==> config.mk <==
export PLATFORM = sky130hd
export DESIGN_NAME = bcd_scan_counter
export DESIGN_NICKNAME = d
export VERILOG_FILES = /design/src/rtl/bcd_scan_counter.sv
export SDC_FILE = /design/constraint.sdc
export NUM_CORES = 1
export LEC_CHECK = 0
export CAP_MARGIN = 20
export CORE_ASPECT_RATIO = 0.75
export CORE_MARGIN = 1
export CORE_UTILIZATION = 33
export DETAILED_ROUTE_END_ITERATION = 7
export DONT_BUFFER_PORTS = 1
export HOLD_SLACK_MARGIN = 0.12
export PLACE_DENSITY = 0.57
export SLEW_MARGIN = 30
export SYNTH_ARGS = -nofsm -noshare
export SYNTH_HDL_FRONTEND = slang
export SYNTH_SLANG_ARGS = --single-unit
export TNS_END_PERCENT = 5
==> constraint.sdc <==
create_clock -name clk -period 2.4 [get_ports clk]
set_input_delay 0 -clock clk [delete_from_list [all_inputs] [get_ports clk]]
set_output_delay 0 -clock clk [all_outputs]
set_load 0.01 [all_outputs]
==> src/rtl/bcd_scan_counter.sv <==
// bcd_scan_counter: two-digit BCD up/down counter (00..99) stepping every
// TICK_DIV clocks, with a two-slot digit scanner that time-multiplexes the
// ones and tens nibbles onto {w,x,y,z} for a downstream seven_segment decoder.
// All outputs are registered so the decoder never sees a glitching nibble.
// Build option: define BCD_SCAN_BLANK_LEAD_EN to blank a leading zero tens digit.
// o_dbg_slot exposes the scanner FSM state (0 = ONES, 1 = TENS) for checkers.
module bcd_scan_counter #(
  parameter int TICK_DIV = 50_000_000,
  parameter int SCAN_DIV = 100_000
) (
  input  logic       clk,
  input  logic       rst,
  input  logic       en,
  input  logic       up,
  input  logic       load,
  input  logic [7:0] load_val,
  output logic       w,
  output logic       x,
  output logic       y,
  output logic       z,
  output logic [1:0] dig_sel,
  output logic [7:0] count,
  output logic       carry,
  output logic       o_dbg_slot
);

  localparam int TW = (TICK_DIV > 1) ? $clog2(TICK_DIV) : 1;
  localparam int SW = (SCAN_DIV > 1) ? $clog2(SCAN_DIV) : 1;
  localparam logic [TW-1:0] TICK_LAST = TW'(TICK_DIV - 1);
  localparam logic [SW-1:0] SCAN_LAST = SW'(SCAN_DIV - 1);

  // Scanner FSM states
  localparam logic [0:0] S_ONES = 1'b0;
  localparam logic [0:0] S_TENS = 1'b1;

  logic [TW-1:0] r_tcnt;
  logic [SW-1:0] r_scnt;
  logic [0:0]    r_slot;
  logic [3:0]    r_ones;
  logic [3:0]    r_tens;
  logic          r_carry;
  logic [3:0]    r_nib;
  logic [1:0]    r_dig_sel;

  logic          w_step;
  logic [3:0]    w_ld_ones;
  logic [3:0]    w_ld_tens;
  logic [3:0]    w_nx_ones;
  logic [3:0]    w_nx_tens;
  logic          w_wrap;
  logic [3:0]    w_nib_sel;
  logic [1:0]    w_dig_sel_nx;

  // A step happens only on the last prescaler cycle while enabled.
  assign w_step    = en && (r_tcnt == TICK_LAST);
  // Out-of-range BCD digits saturate to 9 on load.
  assign w_ld_ones = (load_val[3:0] > 4'd9) ? 4'd9 : load_val[3:0];
  assign w_ld_tens = (load_val[7:4] > 4'd9) ? 4'd9 : load_val[7:4];

  // Next BCD value for one step in the sampled direction, flagging a wrap.
  always_comb begin
    w_nx_ones = r_ones;
    w_nx_tens = r_tens;
    w_wrap    = 1'b0;
    if (up) begin
      if (r_ones == 4'd9) begin
        w_nx_ones = 4'd0;
        if (r_tens == 4'd9) begin
          w_nx_tens = 4'd0;
          w_wrap    = 1'b1;
        end else begin
          w_nx_tens = r_tens + 4'd1;
        end
      end else begin
        w_nx_ones = r_ones + 4'd1;
      end
    end else begin
      if (r_ones == 4'd0) begin
        w_nx_ones = 4'd9;
        if (r_tens == 4'd0) begin
          w_nx_tens = 4'd9;
          w_wrap    = 1'b1;
        end else begin
          w_nx_tens = r_tens - 4'd1;
        end
      end else begin
        w_nx_ones = r_ones - 4'd1;
      end
    end
  end

  // Count and prescaler: load wins over a step; enable low freezes both.
  always_ff @(posedge clk) begin
    if (rst) begin
      r_tcnt  <= '0;
      r_ones  <= 4'd0;
      r_tens  <= 4'd0;
      r_carry <= 1'b0;
    end else begin
      r_carry <= 1'b0;
      if (load) begin
        r_ones <= w_ld_ones;
        r_tens <= w_ld_tens;
        r_tcnt <= '0;
      end else if (w_step) begin
        r_ones  <= w_nx_ones;
        r_tens  <= w_nx_tens;
        r_carry <= w_wrap;
        r_tcnt  <= '0;
      end else if (en) begin
        r_tcnt <= r_tcnt + TW'(1);
      end
    end
  end

  // Free-running scan slot timer and two-state slot FSM.
  always_ff @(posedge clk) begin
    if (rst) begin
      r_scnt <= '0;
      r_slot <= S_ONES;
    end else if (r_scnt == SCAN_LAST) begin
      r_scnt <= '0;
      r_slot <= (r_slot == S_ONES) ? S_TENS : S_ONES;
    end else begin
      r_scnt <= r_scnt + SW'(1);
    end
  end

  // Pick the nibble and digit enable for the current slot.
  always_comb begin
    w_nib_sel    = r_ones;
    w_dig_sel_nx = 2'b01;
    if (r_slot == S_TENS) begin
      w_nib_sel    = r_tens;
      w_dig_sel_nx = 2'b10;
`ifdef BCD_SCAN_BLANK_LEAD_EN
      if (r_tens == 4'd0) begin
        w_nib_sel    = 4'd0;
        w_dig_sel_nx = 2'b00;
      end
`endif
    end
  end

  // Register nibble and digit enable together so they switch on the same edge.
  always_ff @(posedge clk) begin
    if (rst) begin
      r_nib     <= 4'd0;
      r_dig_sel <= 2'b01;
    end else begin
      r_nib     <= w_nib_sel;
      r_dig_sel <= w_dig_sel_nx;
    end
  end

  assign {w, x, y, z} = r_nib;
  assign dig_sel      = r_dig_sel;
  assign count        = {r_tens, r_ones};
  assign carry        = r_carry;
  assign o_dbg_slot   = r_slot[0];

endmodule

Word-level counts from Yosys, hierarchy flattened --
Index checks and enable logic that the tools add are counted.
Word-level totals: memory bits (writable) 0, register bits after elaboration 59, word-level logic and storage cells 53, bits in read-only memories 0, memories kept 0, bits of input ports 13, bits in latches 0
Operators by class: add/subtract/negate cells 6, $lt $le $gt $ge 2, div/mod/pow operators 0, reductions and logical operators 9, shift operators 0, muxes and demuxes 22, bitwise gates (word level) 1, $mul 0, eq/ne operators 5
Operator list (count):
- $mux W4 | 15
- $add A26 B1 Y26 const B | 1
- $eq A26 B26 Y1 const B | 1
- $add A17 B1 Y17 const B | 1
- $eq A17 B17 Y1 const B | 1
- $add A4 B1 Y4 const B | 2
- $eq A4 B4 Y1 const B | 2
- $gt A4 B4 Y1 const B | 2
- $logic_not A4 Y1 | 2
- $sub A4 B1 Y4 const B | 2
- $mux W1 | 6
- $reduce_or A3 Y1 | 2
- $ne A3 B1 Y1 const B | 1
- $reduce_and A3 Y1 | 1
- $reduce_bool A3 Y1 | 1
- $mux W2 | 1
- $reduce_bool A2 Y1 | 1
- $reduce_or A2 Y1 | 1
- $logic_and A1 B1 Y1 | 1
- $not A1 Y1 | 1

Longest topological paths before layout --
word-level depth 6, gate-level depth with buffers 8, depth with buffers taken out 6

Worst setup path after synthesis --
OpenSTA, ideal clock, no wires.
path type reg2reg, start reg r_tcnt[7], end reg r_tens[2], arrival 1.759 ns, buffers on the path 0, cell stages (with the launch flop) 6, data required time 2.333 ns, period minus slack after synthesis 1.826 ns, setup slack 0.574 ns, cell sequence dfxtp_1 or4b_4 nor4_4 a31oi_2 a221o_1 a21oi_2
Between the ends: cells in the longest elaborated chain, start to end 4
Ends and longest elaborated chain:
- start, declared | RTL line 36 | logic [TW-1:0] r_tcnt;
- start signal, assigned | RTL line 111 | r_tcnt <= r_tcnt + TW'(1);
- $eq A26 B26 Y1 | RTL line 55 | assign w_step = en && (r_tcnt == TICK_LAST);
- $logic_and A1 B1 Y1 | RTL line 55
- $reduce_bool A2 Y1 (no line)
- $reduce_and A3 Y1 (no line)
- end signal, assigned | RTL line 103 | r_tens <= w_ld_tens;
- end signal, assigned | RTL line 107 | r_tens <= w_nx_tens;
- end, declared | RTL line 40 | logic [3:0] r_tens;
No other way between the ends. A chain may end at the register's enable or synchronous reset.

Worst setup path after layout --
start reg r_tcnt[21], end reg r_ones[0]
Between the ends: cells in the longest elaborated chain, start to end 3
Ends and longest elaborated chain:
- $eq A26 B26 Y1 | RTL line 55
- $logic_and A1 B1 Y1 | RTL line 55
- $reduce_bool A2 Y1 (no line)
- end signal, assigned | RTL line 102 | r_ones <= w_ld_ones;
- end signal, assigned | RTL line 106 | r_ones <= w_nx_ones;
- end, declared | RTL line 39 | logic [3:0] r_ones;
No other way between the ends.

==> impl_metrics.env <==
export IMPL_synth_nets=375
export IMPL_fin_crit_ns=2.25
export IMPL_swShare_pct=22.6
export IMPL_r2r_slack_ns=0.15
export IMPL_synth_compound_area_share_pct=9.12
export IMPL_nFillCells=838
export IMPL_globalRouteOverflowTotal=0
export IMPL_synth_cells=360
export IMPL_post_route_cell_area_sq_mm=0.00357
export IMPL_pre_cts_slack_ns=0.393
export IMPL_cts_buffers=9
export IMPL_placementRows=29
export IMPL_yosys_warnings=0
export IMPL_hpwl_um=4340
export IMPL_io_buffers=0
export IMPL_gp_congestion=0.780
export IMPL_antenna_left=0
export IMPL_vias=2550
export IMPL_synth_adder_area_share_pct=0.829
export IMPL_synth_mux_area_share_pct=2.69
export IMPL_rsz0062_at_grt="no"
export IMPL_grtUsageTotal_pct=14.5
export IMPL_crit_required_ns=2.67
export IMPL_post_route_period_util_pct=93.8
export IMPL_viasPerCell=5.27
export IMPL_hp_class="input pin to flop"
export IMPL_wl_um=6650
export IMPL_synth_edff_count=0
export IMPL_cp_startpoint="r_tcnt[21]"
export IMPL_synthDominantCellAreaShare_pct=39.1
export IMPL_ys_top_cells_by_area="dfxtp_1 39%, nor2_1 8.0%, xnor2_1 7.8%, xor2_1 4.6%, nand4_1 2.9%"
export IMPL_reg2reg_depth=6
export IMPL_async_flop_share_pct=0
export IMPL_grtUsageMet2_pct=21.6
export IMPL_finalClockSkew_ns=0.00791
export IMPL_internal_power_mw=1.89
export IMPL_htreeDepth=3
export IMPL_cts_tree="done"
export IMPL_path_clk_slew_ns=0.05
export IMPL_cp_max_fo=5
export IMPL_instances_no_fill=484
export IMPL_grt_max_degree=26
export IMPL_worst_ep_arrival_time_ns=2.52
export IMPL_cp_start_kind="flop"
export IMPL_ys_ff_latch=59
export IMPL_dp_cells=450
export IMPL_busiest_layer="met2"
export IMPL_p_clk_share_pct=51.8
export IMPL_grtUsageMet3_pct=4.50
export IMPL_synth_common_cells="64 x nor2_1, 59 x dfxtp_1, 27 x xnor2_1, 19 x nand2_1, 17 x nand3_1"
export IMPL_synthSimpleGateAreaFrac_pct=30.9
export IMPL_die_h_um=84.8
export IMPL_synth_top_area_cell="dfxtp_1"
export IMPL_dieArea_sq_mm=0.00954
export IMPL_die_width_um=112
export IMPL_avgSynthCellArea_sq_um=8.39
export IMPL_grt_pass1_vias=2335
export IMPL_worst_pin_slew_ns=0.723
export IMPL_final_nets=386
export IMPL_path_class="flop to flop"
export IMPL_placed_area_sq_mm=0.00309
export IMPL_first_pass_iters=4
export IMPL_antenna_cells=0
export IMPL_maxSlewHeadroom_pct=51.6
export IMPL_top_level_ports=29
export IMPL_fin_util_pct=41.2
export IMPL_power_frac_seq_pct=42.6
export IMPL_netlist_area_sq_mm=0.00302
export IMPL_outcome="completed"
export IMPL_hold_viol_final=0
export IMPL_synth_ff_type="dfxtp_1"
export IMPL_reg2reg_from="r_tcnt[21]"
export IMPL_grt_pass1_wl_um=10900
export IMPL_synth_top_family_by_area="simple AND/OR/NAND/NOR gates"
export IMPL_use_met1_pct=19.8
export IMPL_root_buffer="clkbuf_16"
export IMPL_synth_xor_xnor_area_share_pct=12.5
export IMPL_clk_latency_ns=0.33
export IMPL_synth_cell_type_count=61
export IMPL_start_util_pct=34.8
export IMPL_setup_violations=0
export IMPL_synth_yosys_seq_area_share_pct=39.1
export IMPL_clock_fmax_mhz=444
export IMPL_route_detailed_drc=0
export IMPL_drt_iter0_drc=124
export IMPL_endpoint="r_ones[0]"
export IMPL_setup_tns_ns=0
export IMPL_wl_per_cell_um=13.7
export IMPL_endpoint_kind="flop"
export IMPL_cts_sinks=59
export IMPL_yosysMostFrequentCell="nor2_1"
export IMPL_finalMaxSlewViolations=0
export IMPL_core_area_sq_mm=0.00867
export IMPL_cts_buffer_depth=2
export IMPL_p_per_area_mw_per_mm2=683
export IMPL_timing_rr_end="r_ones[0]"
export IMPL_net_switching_power_mw=0.552
export IMPL_pwr_share_comb_pct=5.7
export IMPL_p_leak_nw=1.19
export IMPL_areaGrowthSynthToFinish_pct=18.2
export IMPL_antenna_found_initial=0
export IMPL_fin_ws_ns=0.148
export IMPL_drive_above_1_share_pct=10.4
export IMPL_max_cap_violations=0
export IMPL_ir_drop_v=0.000349
## layout by cell type (no fill, tap or decap), types with 5 or more instances in the layout
cell type       n
dfxtp_1        58
nor2_1         64
clkbuf_16       9
nand4_1        14
nor3_1         11
mux2i_1         7
inv_1          15
a21oi_1         6
dlygate4sd3_1  15
nor2b_1         5
clkinv_2        5
or2_2           5
xor2_1         16
o21ai_0         5
buf_4           7
nand2_1        19
nand3_1        17
nor4_1         10
xnor2_1        27
## metal layers
layer | wire (um) | part of all wire (%)
met4 | 54 | 0.81
met2 | 2770 | 42
met1 | 3550 | 53
met3 | 274 | 4.1
met5 | 0 | 0
## cell families (layout without fill, tap and decap cells)
| logic type | Yosys count | after routing |
|---|---|---|
| xor+xnor | 43 | 43 |
| fa+ha+maj | 2 | 2 |
| flops | 59 | 59 |
| simple gates | 175 | 175 |
| mux | 8 | 8 |
| buf+inv | 37 | 53 |
| compound gates | 36 | 36 |
## worst max-delay path, cell delays in order (launching register included)
cell and delay (ns):
dfxtp_1 0.39, nand4_1 0.17, or2_2 0.38, nor3_4 0.29, xnor2_1 0.10, a221oi_1 0.29
dlygate4sd3_1 0.58
## cell type report
cell class | instances | area (sq um) | area share (%)
tap | 108 | 135 | 3.79
multi-input combinational | 264 | 1700 | 47.6
clock buffer | 10 | 239 | 6.69
sequential | 59 | 1180 | 33.1
timing repair buffer | 22 | 203 | 5.68
inverter | 15 | 56.3 | 1.58
clock inverter | 6 | 55.1 | 1.54
## registers in the layout, summed over array words and instances, names as in the netlist
register / flops
r_ones: 4
r_nib: 4
r_tcnt: 26
r_tens: 4
dig_sel: 2
o_dbg_slot: 1
r_scnt: 17
carry: 1
## how the worst min path moves through the flow
| stage | depth (start not counted) | to | start |
|---|---|---|---|
| after detailed placement | 1 | r_tens[2] | rst |
| after global placement | 1 | r_tens[2] | rst |
| after global routing | 3 | r_tcnt[21] | rst |
| after floorplan | 2 | r_tens[0] | load_val[4] |
| final | 3 | r_tcnt[7] | rst |
| after CTS | 4 | r_tcnt[5] | en |
## through the flow
step	hold WS [ns]	total power [mW]
CTS	0.127	2.46
detailed placement	0.0681	1.16
finish	0.149	2.44
global route	0.166	2.52
global placement	0.0665	1.16
floorplan	0.159	1.15
## power groups by stage
stage,sequential [mW],clock [mW],combinational (mW)
3_3_place_gp,1.06,0,0.102
5_1_grt,1.04,1.33,0.153
2_1_floorplan,1.03,0,0.115
3_5_place_dp,1.06,0,0.104
4_1_cts,1.04,1.29,0.137
6_report,1.04,1.26,0.138
## timing repair
action                     CTS  global route
setup endpoints to repair    0             1
resized for setup            0             2
setup buffers                0             3
hold buffers                15             0
hold endpoints to repair    39             0
Note: power is estimated with default switching activity, not from simulation.
